<file path="config.mk">
export PLATFORM = sky130hd
export DESIGN_NAME = pwm_multi
export DESIGN_NICKNAME = d
export VERILOG_FILES = /design/src/rtl/pwm_multi.sv
export SDC_FILE = /design/constraint.sdc
export NUM_CORES = 1
export LEC_CHECK = 0
export BUFFER_PORTS_ARGS = -buffer_cell sky130_fd_sc_hd__buf_4
export CAP_MARGIN = 10
export CORE_ASPECT_RATIO = 0.7
export CORE_MARGIN = 10
export CORE_UTILIZATION = 40
export CTS_CLUSTER_DIAMETER = 30
export DETAILED_ROUTE_END_ITERATION = 12
export RECOVER_POWER = 100
export SYNTH_ARGS = -nofsm -noshare
export SYNTH_HDL_FRONTEND = slang
export SYNTH_SLANG_ARGS = --single-unit
</file>
<file path="constraint.sdc">
create_clock -name clk -period 8.9 [get_ports clk]
set_clock_uncertainty 0.2 [all_clocks]
set_input_delay 2.67 -clock clk [delete_from_list [all_inputs] [get_ports clk]]
set_output_delay 2.67 -clock clk [all_outputs]
set_load 0.005 [all_outputs]
</file>
<file path="src/rtl/pwm_multi.sv">
// pwm_multi: multi-channel PWM generator. One shared period counter drives
// CHANNELS compare outputs. Duty, period and alignment mode are double-buffered.
// New values move into the active set only at a period boundary, or on every
// cycle while the block is disabled.
module pwm_multi #(
   parameter int CHANNELS       = 8,
   parameter int WIDTH          = 9,
   parameter int DEFAULT_PERIOD = 500
) (
   input  logic                clk,
   input  logic                rst,
   input  logic                en,
   input  logic                mode_wr,
   input  logic                mode_in,
   input  logic                period_wr,
   input  logic [WIDTH-1:0]    period_in,
   input  logic                duty_wr,
   input  logic [((CHANNELS > 1) ? $clog2(CHANNELS) : 1)-1:0] duty_ch,
   input  logic [WIDTH-1:0]    duty_in,
   output logic [CHANNELS-1:0] pwm_out,
   output logic                period_tick
);

   localparam int CH_W = (CHANNELS > 1) ? $clog2(CHANNELS) : 1;
   localparam logic [WIDTH-1:0] ONE = WIDTH'(1);

   logic             en_q;
   logic [WIDTH-1:0] cnt, cnt_nx;
   logic             dir, dir_nx;           // 0 = counting up, 1 = counting down
   logic             mode_sh, mode_act, mode_nx;
   logic [WIDTH-1:0] period_sh, period_act, period_nx;
   logic [WIDTH-1:0] duty_sh  [CHANNELS];
   logic [WIDTH-1:0] duty_act [CHANNELS];
   logic [WIDTH-1:0] duty_nx  [CHANNELS];
   logic             tick_raw;
   logic             load;

   // Shadow next-values: a strobe replaces the shadow, and out-of-range channels match nothing.
   always_comb begin
      mode_nx   = mode_wr   ? mode_in   : mode_sh;
      period_nx = period_wr ? period_in : period_sh;
      duty_nx   = duty_sh;
      for (int i = 0; i < CHANNELS; i++) begin
         if (duty_wr && (duty_ch == CH_W'(i))) begin
            duty_nx[i] = duty_in;
         end
      end
   end

   // Last cycle of the current period, from the active mode and period.
   always_comb begin
      tick_raw = 1'b0;
      if (period_act == '0) begin
         tick_raw = 1'b1;
      end else if (!mode_act) begin
         tick_raw = (cnt == period_act);
      end else begin
         tick_raw = (cnt == ONE) && (dir || (period_act == ONE));
      end
      load = !en_q || tick_raw;
   end

   // Counter next state: restart at every boundary (and while disabled), else step.
   always_comb begin
      cnt_nx = cnt;
      dir_nx = dir;
      if (load) begin
         cnt_nx = '0;
         dir_nx = 1'b0;
      end else if (!mode_act) begin
         cnt_nx = cnt + ONE;
      end else if (!dir) begin
         if (cnt == period_act) begin
            cnt_nx = cnt - ONE;
            dir_nx = 1'b1;
         end else begin
            cnt_nx = cnt + ONE;
         end
      end else begin
         cnt_nx = cnt - ONE;
      end
   end

   // Registered state: enable, counter, shadows, and boundary load of the active set.
   always_ff @(posedge clk or posedge rst) begin
      if (rst) begin
         en_q       <= 1'b0;
         cnt        <= '0;
         dir        <= 1'b0;
         mode_sh    <= 1'b0;
         mode_act   <= 1'b0;
         period_sh  <= WIDTH'(DEFAULT_PERIOD);
         period_act <= WIDTH'(DEFAULT_PERIOD);
         for (int i = 0; i < CHANNELS; i++) begin
            duty_sh[i]  <= '0;
            duty_act[i] <= '0;
         end
      end else begin
         en_q      <= en;
         cnt       <= cnt_nx;
         dir       <= dir_nx;
         mode_sh   <= mode_nx;
         period_sh <= period_nx;
         duty_sh   <= duty_nx;
         if (load) begin
            mode_act   <= mode_nx;
            period_act <= period_nx;
            duty_act   <= duty_nx;
         end
      end
   end

   // Compare outputs decoded purely from registered state.
   always_comb begin
      for (int i = 0; i < CHANNELS; i++) begin
         pwm_out[i] = en_q && (cnt < duty_act[i]);
      end
      period_tick = en_q && tick_raw;
   end

endmodule
</file>
## After elaboration in Yosys (flattened, before gate mapping)

Cells that the tools add are included.

| word-level totals | value |
|---|---|
| output and inout port bits | 9 |
| word-level logic and storage cells | 87 |
| input bits | 28 |
| register bits after elaboration | 175 |

| operators by class | value |
|---|---|
| magnitude comparators | 8 |
| reductions and logical operators | 24 |
| eq/ne operators | 10 |
| mux-type cells | 20 |
| add/subtract/negate cells | 2 |

Operator list:

| cell | number |
|---|---|
| two-way mux 9 bit | 13 |
| less-than comparator 9 bit | 8 |
| == test 9 x 1 -> 1 bit (second input constant) | 2 |
| logical AND 1 bit | 18 |
| == test 3 bit (second input constant) | 4 |
| adder 9 x 1 -> 9 bit (second input constant) | 1 |
| == test 9 bit | 1 |
| logical NOT 9 bit | 1 |
| subtractor 9 x 1 -> 9 bit (second input constant) | 1 |
| two-way mux 1 bit | 7 |
| == test 3 x 2 -> 1 bit (second input constant) | 2 |
| == test 3 x 1 -> 1 bit (second input constant) | 1 |
| logical NOT 3 bit | 1 |
| logical OR 1 bit | 2 |
| nonzero test 2 bit | 1 |
| logical NOT 1 bit | 1 |

## Logic depth before layout (Yosys ltp)

Gate-level depths: netlist of run 1.

| depth | value |
|---|---|
| word-level depth | 7 |
| mapped depth | 10 |
| depth with buffers taken out | 7 |

## Worst setup path before layout of run 1

No wires, ideal clock.

| path | value |
|---|---|
| path kind | register to output |
| from | reg cnt[1] |
| to | out pwm_out[0] |
| slack | 4.456 ns |
| data required time | 6.030 ns |
| arrival | 1.574 ns |
| cell stages (with the launch flop) | 7 |
| path through | dfrtp_1 -> ha_1 -> a21o_1 -> a21o_1 -> a21oi_1 -> o21ai_0 -> a211oi_1 |

| on the way | value |
|---|---|
| word-level cells in the longest chain between the ends | 2 |

RTL lines:

| element | line | RTL |
|---|---|---|
| start, declared | 28 | `logic [WIDTH-1:0] cnt, cnt_nx;` |
| start signal, assigned | 100 | `cnt <= cnt_nx;` |
| less-than comparator 9 bit | 116 | `pwm_out[i] = en_q && (cnt < duty_act[i]);` |
| logical AND 1 bit | 116 |  |
| end, declared | 20 | `output logic [CHANNELS-1:0] pwm_out,` |

Every way passes these cells.

==> results.md, run 1 <==
* Status: complete, but fails checks
* Violated checks: capacitance limit, slew limit
* Layout cell share with drive strength beyond 1 at 0.2734
* Mean cell area of the mapped netlist at 12.75 um^2
* Critical-path maximum fanout at between 100 and 150
* Count of routing violations after the opening detailed-route iteration at around 340
* Largest net degree at the start of global routing at ~110
* Clock root buffer: clkbuf_16
* Reported leakage power at ~4.6 nW
* Number of buffer cells added on primary ports at 36
* Fin Setup TNS at 0 ns
* Antenna violations before repair at 2
* Cell-by-cell listing of the critical path: clkbuf_4 > clkinvlp_2 > buf_4
* Number of buffers inserted by post-CTS setup repair at 0
* Final cell count without fillers at ~1000
* Via count at between 5000 and 6000
* Number of instances in the placed design at about 970
* Leading register cell type out of synthesis: dfrtp_1
* I/O pin count at 37
* H-Tree Level Count at 4
* Worst max-slew margin expressed relative to the limit at -2.088
* Hold buffer count at cts at 0
* Total CTS buffers at 17
* Remaining routing DRC violations at 0
* Via count of the first global-routing pass at about 5600
* #FFs+latches synth at 175
* Slew at the pin closest to its max-slew limit at approximately 4.6 ns
* Number of enable flip-flop cells after synthesis at 0
* Library cell contributing the largest single delay on the critical path: clkinvlp_2
* Final design utilization at 0.4634
* Height of the die at roughly 140 um
* CP required at 9.14 ns
* Synthesized area at between 8000 and 9000 um^2
* Count of TritonRoute iterations in the first routing pass at 4
* Final design instance area without fill at slightly below 10000 um^2
* Global-route track usage on met3 at 0.03392
* Ys async rst share at 1.000
* Fraction of synthesized cell area taken by the top area cell type at 0.4713
* Standard cell core area at about 21000 um^2
* Post-Synthesis Net Count at slightly below 800
* Post-synthesis to final-layout area growth at 12.32%
* Total count of hold-check failures in the final report at 0
* Total Routed Length at 18660 um
* Maximum resistive drop on vdd at between 0.1 and 0.15 mV
* Global routing met1 resource utilization at 0.1838
* Routed wire length per instance at about 19 um
* Count of final max-slew check failures at 158
* Count of max-cap constraint violations at 3
* Worst Path Class, Setup: input pin to async pin
* Critical Path End Type: async pin
* Maximum clock frequency at between 150 and 200 MHz
* Most Used Layer, Global Route: met2
* Resized cells post-CTS at 0
* Number of cell rows at 44
* Power density normalized to cell area at 229.1 nW/um^2
* Family with the most delay on the worst path: buffers and inverters
* Count of synthesis-stage warnings from yosys at 0
* Library cell with the largest summed area after synthesis: dfrtp_1
* Final RePlAce weighted congestion at 0.7881
* Syn Inst Count at 679
* Bufs and invs on worst path at 3
* Initial core utilization at 0.4126
* Highest-count cells in the layout ignoring fill and taps: dfrtp_1, mux2_2, inv_1, ha_1, mux2_1
* Critical Path Start Type: input pin
* Seq/Total Area, Yosys at 0.5077
* Total routing resource utilization after global routing at 0.1391
* Total congestion overflow at 0
* WP data arrival at 6.46 ns
* Clock tree from TritonCTS: done
* Count of distinct cell types in the synthesized netlist at 45
* Horiz. Die Dim at between 150 and 200 um
* Delay of the slowest cell on the worst path at between 2 and 3 ns
* Unrepaired setup endpoints after global routing: false
* Final worst path period share at 0.6994
* Buffer depth of the longest clock path at 2
* Final Net Count at 810
* Leading post-synthesis cells by cell area: dfrtp_1, mux2_2, ha_1, dfstp_2, inv_1
* Most frequent standard cell in the layout excluding fill and tap cells: dfrtp_1
* CTS clock-pin slew for the worst setup and hold paths at around 0.070 ns
* Count of final setup violators at 0
* Total Die Area at around 28000 um^2
* Average vias per placed instance at between 5 and 6
* Antenna Nets Post-Route at 0
* Final period demand of the worst path at 6.225 ns
* Half-perimeter wire length after detailed placement at between 10000 and 15000 um
* Wire length of the first global-routing pass at about 31000 um
* Number of sinks on the clock net at around 180
* Area post-placement at about 9000 um^2
* Clock insertion delay at the later pin of the skew report at 0.43 ns
* Met2 Use GR at 0.2259
* Worst hold path class: register to register
logic make-up after synthesis:
logic type / count (synthesis) / synth area share
AND/OR/NAND/NOR: 83 / 0.05639
adder cells (fa/ha/maj): 67 / 0.09686
XOR/XNOR: 11 / 0.01113
buffers and inverters: 94 / 0.04424
multiplexers: 166 / 0.2171
AO/OA/AOI/OAI: 83 / 0.06650
flip-flops: 175 / 0.5077
power by group:
group / switching [mW] / total (mW) / internal [mW]
registers: 0.0823 / 1.06 / 0.974
clock network: 0.315 / 0.753 / 0.438
logic: 0.192 / 0.418 / 0.226
total: 0.589 / 2.23 / 1.64
through the flow:
stage / hold WS [ns] / setup slack (ns) / power, mW
after floorplan: 0.2668 / 1.305 / 1.389
after detailed placement: 0.2804 / 3.797 / 1.509
after global placement: 0.2736 / 3.787 / 1.476
final: 0.2767 / 2.675 / 2.227
after global routing: 0.2974 / 1.799 / 2.364
after CTS: 0.2949 / 3.336 / 2.269
routing by layer:
| layer | wire length (um) | vias to the layer above |
|---|---|---|
| li1 | - | 2466 |
| met1 | 8942 | 2639 |
| met2 | 8740 | 82 |
| met3 | 822 | 16 |
| met4 | 153 | 0 |
| met5 | 0 | - |
path summary, 6_finish.rpt:
check | start | endpoint | slack (ns) | depth (start not counted)
worst max-delay path | rst | cnt[5] | 2.67 | 3
worst min-delay path | duty_sh[66] | duty_sh[66] | 0.28 | 1
worst max register to register | cnt[2] | duty_act[47] | 3.39 | 7
worst min register to register | duty_sh[66] | duty_sh[66] | 0.28 | 1
max in group clk | cnt[5] | pwm_out[6] | 3.34 | 6
min in group asynchronous | rst | duty_act[7] | 3.47 | 2
Yosys cell counts (4+ instances only):
| library cell | instances |
|---|---|
| nand3_1 | 18 |
| buf_2 | 9 |
| o21ai_0 | 14 |
| inv_1 | 71 |
| clkbuf_1 | 11 |
| nand2b_1 | 9 |
| ha_1 | 67 |
| xnor2_1 | 7 |
| dfrtp_1 | 163 |
| mux2_2 | 162 |
| a21o_1 | 24 |
| dfstp_2 | 12 |
| nand2_1 | 7 |
| a211oi_1 | 17 |
| nor2_1 | 10 |
| a21oi_1 | 13 |
| xor2_1 | 4 |
| nor3_1 | 8 |
| nor3b_1 | 5 |
| o21a_1 | 8 |
area by class of cell:
cell class | instances | area (um^2)
clock inverter | 12 | 131.4
fill | 1857 | 11250
sequential | 175 | 4394
antenna | 1 | 2.502
clock buffer | 20 | 466.7
timing repair buffer | 40 | 281.5
inverter | 71 | 267.8
multi-input combinational | 410 | 3831
tap | 276 | 345.3
registers in the layout, summed over array words and instances (netlist names):
signal and flops:
mode_sh 1, period_act 9, mode_act 1, dir 1
period_sh 9, en_q 1, duty_sh 72, cnt 9
duty_act 72
Note: power is estimated with default switching activity, not from simulation.
==> run 2: changes to the inputs <==
--- a/config.mk
+++ b/config.mk
@@ -5,6 +5,7 @@
 export SDC_FILE = /design/constraint.sdc
 export NUM_CORES = 1
 export LEC_CHECK = 0
+export ABC_AREA = 1
 export BUFFER_PORTS_ARGS = -buffer_cell sky130_fd_sc_hd__buf_4
 export CAP_MARGIN = 10
 export CORE_ASPECT_RATIO = 0.7
==> constraint.sdc (replaced) <==
create_clock -name clk -period 5.2 [get_ports clk]
set_clock_uncertainty 0.2 [all_clocks]
set_input_delay 1.56 -clock clk [delete_from_list [all_inputs] [get_ports clk]]
set_output_delay 1.56 -clock clk [all_outputs]
set_load 0.005 [all_outputs]
==> results.md, run 2 <==
* Reg-to-Reg Start: cnt[6]
* CP required at approximately 3.4 ns
* End of the worst register-to-register path: duty_act[24]
* Remaining routing DRC violations at 0
* Number of instances in the placed design at 1273
* Count of routing violations after the opening detailed-route iteration at roughly 390
* Total congestion overflow at 0
* Fin Setup TNS at 0 ns
* Syn Inst Count at between 900 and 1000
* Total Routed Length at between 20000 and 25000 um
* Maximum clock frequency at approximately 220 MHz
* Violated checks: capacitance limit, slew limit
* Synthesized area at between 8000 and 9000 um^2
* Worst hold path class: register to register
* Final period demand of the worst path at around 4.6 ns
* Post-Synthesis Net Count at 1074
* CTS clock-pin slew for the worst setup and hold paths at about 0.060 ns
* Clock tree from TritonCTS: done
* Count of synthesis-stage warnings from yosys at 0
* Number of cell rows at 44
* Total Die Area at 27810 um^2
* Final cell count without fillers at 1304
* H-Tree Level Count at 4
* Ys async rst share at 1.000
* Total count of hold-check failures in the final report at 0
* Biggest registers after layout: duty_act x72, duty_sh x72
* Leading register cell type out of synthesis: dfrtp_1
* Capture point of the worst path: period_tick
* Resized cells post-CTS at 0
* Via count of the first global-routing pass at between 6000 and 7000
* Reported leakage power at ~4.9 nW
* Worst hold slack after final layout at between 0.2 and 0.3 ns
* Crit path launch: cnt[6]
* Count of max-cap constraint violations at 3
* Half-perimeter wire length after detailed placement at ~14000 um
* Horiz. Die Dim at 195.1 um
* Mean cell area of the mapped netlist at around 8.8 um^2
* Post-synthesis to final-layout area growth at 12.37%
* Most frequent standard cell in the layout excluding fill and tap cells: nand2_1
* Via count at ~6400
* Worst Path Class, Setup: register to output port
* Hold buffer count at cts at 0
* Highest-count cells in the layout ignoring fill and taps: nand2_1, dfrtp_1, o21ai_0, inv_1, ha_1
* Worst Reg2Reg Path Length in Cells at 11
* Buffer depth of the longest clock path at 2
* Largest net degree at the start of global routing at around 90
* Count of distinct cell types in the synthesized netlist at 30
* Most frequent cells after synthesis: nand2_1, dfrtp_1, inv_1
* Antenna Nets Post-Route at 0
* Worst max-slew margin expressed relative to the limit at -0.5635
* Number of buffers inserted by post-CTS setup repair at 0
* Final RePlAce weighted congestion at ~0.9
* Seq/Total Area, Yosys at 0.5119
* Initial core utilization at 0.4103
* Height of the die at between 100 and 150 um
* Critical Path Start Type: register
* Unrepaired setup endpoints after global routing: false
* Leading post-synthesis cells by cell area: dfrtp_1, nand2_1, ha_1, o21ai_0, inv_1
* WP data arrival at 2.87 ns
* Fraction of synthesized cell area taken by the top area cell type at 0.4751
* Total CTS buffers at 17
* Critical Path End Type: output port
* Wire length of the first global-routing pass at approximately 35000 um
* Total routing resource utilization after global routing at 0.1593
* Library cell with the largest summed area after synthesis: dfrtp_1
* Final design utilization at 0.4611
* #FFs+latches synth at 175
* I/O pin count at 37
* Power density normalized to cell area at around 390 nW/um^2
* Layout cell share with drive strength beyond 1 at 0.08268
* Average vias per placed instance at 4.905
* Count of final max-slew check failures at around 150
* Status: complete, but fails checks
* Clock insertion delay at the later pin of the skew report at between 0.4 and 0.5 ns
* Clock root buffer: clkbuf_16
* Antenna violations before repair at 0
* Count of antenna diodes in the layout at 0
* Most instantiated library cell after synthesis: nand2_1
* Maximum resistive drop on vdd at roughly 0.24 mV
* Final Net Count at roughly 1100
* Routed wire length per instance at roughly 17 um
* Final worst path period share at 0.8899
* Number of buffer cells added on primary ports at 36
* Count of TritonRoute iterations in the first routing pass at 5
* FF-to-FF setup slack at roughly 0.95 ns
* Slew at the pin closest to its max-slew limit at around 2.3 ns
* Number of sinks on the clock net at 175
* Count of final setup violators at 0
* Number of enable flip-flop cells after synthesis at 0
* Critical-path maximum fanout at 8
* Standard cell core area at ~21000 um^2
-- run 2: cell count changes in the layout (fill, tap and decap cells not counted), moves of 6 or more --
| cell | before | now |
|---|---|---|
| mux2_2 | 117 | 1 |
| clkbuf_1 | 5 | 14 |
| nand2_1 | 7 | 280 |
| a21oi_1 | 13 | 51 |
| nand2b_1 | 9 | 0 |
| nor2_1 | 10 | 48 |
| nor3_1 | 10 | 4 |
| mux2_1 | 48 | 8 |
| a21o_1 | 24 | 0 |
| inv_1 | 70 | 108 |
| a211oi_1 | 17 | 0 |
| o21a_1 | 8 | 0 |
| o21ai_0 | 14 | 148 |
-- run 2: cell families (layout without fill, tap and decap cells) --
group           Yosys count  in the layout  synth area share
compound gates          209            209            0.1258
simple gates            364            364            0.1676
mux                       9              9           0.01181
xor+xnor                 13             13           0.01326
fa+ha+maj                67             67           0.09765
buf+inv                 142            191           0.07200
flops                   175            175            0.5119
-- run 2: layer usage --
layer	GRT usage	share of wire	vias up
li1	-	-	3239
met1	0.2270	0.52	3045
met2	0.2330	0.43	94
met3	0.03837	0.045	18
met4	0.04968	0.013	0
met5	0	0	-
-- run 2: where the power goes --
group	internal (mW)	switching (mW)
Sequential	1.61	0.0868
Combinational	0.269	0.472
Clock	0.805	0.518
Total	2.68	1.08
-- run 2: how the worst min path moves through the flow --
stage | from | to | depth (start not counted)
after floorplan | mode_sh | mode_sh | 2
after global placement | mode_sh | mode_sh | 2
after detailed placement | mode_sh | mode_sh | 2
after CTS | mode_sh | mode_sh | 2
after global routing | mode_sh | mode_sh | 2
final | mode_sh | mode_sh | 2
-- run 2: worst max-delay path, stage by stage, from the launching register on --
cell and delay [ns]:
dfrtp_1 0.74, clkbuf_1 0.41, inv_1 0.20, nand2_1 0.10, nand2_1 0.05, nor2_1 0.09, nand2_1 0.06, nor2_1 0.21
nand3_1 0.21, a21oi_1 0.21, clkbuf_4 0.16
-- run 2: stage by stage --
stage | area (um^2) | setup slack, ns | total power [mW]
final | 9647 | 0.5726 | 3.759
after detailed placement | 9125 | 1.201 | 2.483
after floorplan | 8588 | 1.211 | 2.263
after global routing | 9647 | 0.3843 | 4.000
after CTS | 9727 | 0.7315 | 3.818
after global placement | 9125 | 1.204 | 2.458
-- run 2: layout make-up --
type                    instances  area [um^2]
clock buffers                  26        499.2
clock inverters                 5        102.6
fillers                      2057        11270
inverters                     113        425.4
multi-input cells             662         3566
flip-flops and latches        175         4394
well taps                     276        345.3
repair buffers                 47        314.1
==> run 3: changes to the inputs <==
--- a/config.mk
+++ b/config.mk
@@ -14,6 +14,7 @@
 export CTS_CLUSTER_DIAMETER = 30
 export DETAILED_ROUTE_END_ITERATION = 12
 export RECOVER_POWER = 100
+export REMOVE_ABC_BUFFERS = 1
 export SYNTH_ARGS = -nofsm -noshare
 export SYNTH_HDL_FRONTEND = slang
 export SYNTH_SLANG_ARGS = --single-unit
==> results.md, run 3 (same netlist as run 2, synthesis figures left out) <==
* Critical-path maximum fanout at 15
* Antenna violations before repair at 0
* Count of antenna diodes in the layout at 0
* Clock insertion delay at the later pin of the skew report at 0.44 ns
* Post-layout worst setup margin at about 0.7 ns
* Clock tree from TritonCTS: done
* Family with the most delay on the worst path: compound AO/OA/AOI/OAI gates
* Delay of the slowest cell on the worst path at roughly 0.83 ns
* Total Routed Length at around 20000 um
* Post-synthesis to final-layout area growth at 12.69%
* Violated checks: capacitance limit, slew limit
* Bufs and invs on worst path at 1
* Count of max-cap constraint violations at 2
* Remaining routing DRC violations at 0
* Layout cell share with drive strength beyond 1 at 0.09073
* Final worst path period share at 0.8657
* Final Net Count at 1107
* Standard cell core area at 20920 um^2
* CP required at between 3 and 4 ns
* H-Tree Level Count at 4
* Via count at approximately 6400
* Final RePlAce weighted congestion at roughly 0.84
* Worst hold path class: register to register
* Total congestion overflow at 0
* End of the worst register-to-register path: duty_act[52]
* Power density normalized to cell area at about 390 nW/um^2
* Critical Path End Type: output port
* Reported leakage power at 4.868 nW
* Highest-count cells in the layout ignoring fill and taps: nand2_1, dfrtp_1, o21ai_0, inv_1, ha_1
* Count of final max-slew check failures at ~110
* Resized cells post-CTS at 0
* Routed wire length per instance at about 16 um
* Total count of hold-check failures in the final report at 0
* Final period demand of the worst path at 4.502 ns
* Number of buffer cells added on primary ports at 36
* Most frequent standard cell in the layout excluding fill and tap cells: nand2_1
* Count of final setup violators at 0
* Final Power at ~3.8 mW
* CTS clock-pin slew for the worst setup and hold paths at about 0.07 ns
* Maximum clock frequency at ~220 MHz
* Hold buffer count at cts at 0
* Wire length of the first global-routing pass at approximately 33000 um
* Worst max-slew margin expressed relative to the limit at -0.8267
* Height of the die at around 140 um
* Number of sinks on the clock net at ~180
* Status: complete, but fails checks
* Pre-CTS WS at around 1.2 ns
* Worst Path Class, Setup: register to output port
* Initial core utilization at 0.4103
* Clock root buffer: clkbuf_16
* Capture point of the worst path: pwm_out[0]
* Number of instances in the placed design at roughly 1300
* Cell-by-cell listing of the critical path: ha_1 > a21oi_1 > o21ai_0 > a2111oi_0 > buf_4
* Half-perimeter wire length after detailed placement at between 10000 and 15000 um
* Worst Reg2Reg Path Length in Cells at 10
* Largest net degree at the start of global routing at 73
* Total CTS buffers at 17
* Area post-placement at about 9100 um^2
* Horiz. Die Dim at about 200 um
* Count of TritonRoute iterations in the first routing pass at 5
* Via count of the first global-routing pass at around 5900
* I/O pin count at 37
* Worst hold slack after final layout at around 0.28 ns
* Biggest registers after layout: duty_act x72, duty_sh x72
* WP data arrival at 2.74 ns
* Final design instance area without fill at 9674 um^2
* Total routing resource utilization after global routing at 0.1491
* Buffer depth of the longest clock path at 2
* Unrepaired setup endpoints after global routing: false
* Count of routing violations after the opening detailed-route iteration at roughly 420
* Crit path launch: cnt[2]
* Average vias per placed instance at slightly below 5
* Antenna Nets Post-Route at 0
* FF-to-FF setup slack at ~1.1 ns
* Maximum resistive drop on vdd at 0.2379 mV
* Slew at the pin closest to its max-slew limit at 2.740 ns
* Number of logic stages on the critical path including buffering at 5
* Reg-to-Reg Start: cnt[8]
* Number of cell rows at 44
* Critical Path Start Type: register
* Final cell count without fillers at approximately 1300
* Number of buffers inserted by post-CTS setup repair at 0
* Total Die Area at about 28000 um^2
* Library cell contributing the largest single delay on the critical path: dfrtp_1
-- run 3: changes by cell type in the layout (fill, tap and decap cells not counted), moves of 2 or more --
cell	change
buf_4	-3
clkbuf_1	-8
clkbuf_8	-2
clkinv_4	+2
clkinvlp_4	+3
mux2_1	-3
mux2_2	+3
-- run 3: final cells by class --
class | instances | area [um^2]
inverters | 113 | 424.2
repair buffers | 43 | 305.3
well taps | 276 | 345.3
multi-input cells | 662 | 3566
clock buffers | 19 | 452.9
clock inverters | 13 | 186.4
fillers | 2063 | 11250
flip-flops and latches | 175 | 4394
-- run 3: how the worst min path moves through the flow --
stage,from,depth (start not counted),to
floorplan,mode_sh,2,mode_sh
global placement,duty_act[0],2,duty_act[0]
detailed placement,duty_act[0],2,duty_act[0]
CTS,duty_act[0],2,duty_act[0]
global route,duty_act[0],2,duty_act[0]
finish,duty_act[0],2,duty_act[0]
-- run 3: worst register-to-register path, delay by kind of cell, from the launching register on --
family,cells,cell delay [ns]
compound gates,1,0.23
flops,1,0.79
simple gates,7,1.22
buf+inv,2,1.45
-- run 3: where the power goes --
part           switching [mW]  internal, mW  total (mW)
combinational           0.465         0.269       0.734
sequential             0.0914          1.61        1.70
clock                   0.554         0.831        1.38
total                    1.11          2.71        3.82
-- run 3: per-layer routing --
layer	global-route usage	vias to the layer above	share of wire
met1	0.2230	2982	0.53
met4	0.03486	0	0.0096
met3	0.03319	17	0.043
met2	0.2115	126	0.42
li1	-	3240	-
met5	0	-	0
-- run 3: per-stage QoR --
stage,util,setup TNS [ns]
6_report,0.4624,0
5_1_grt,0.4624,0
4_1_cts,0.4648,0
3_5_place_dp,0.4342,0
3_3_place_gp,0.4342,0
2_1_floorplan,-,-209.51
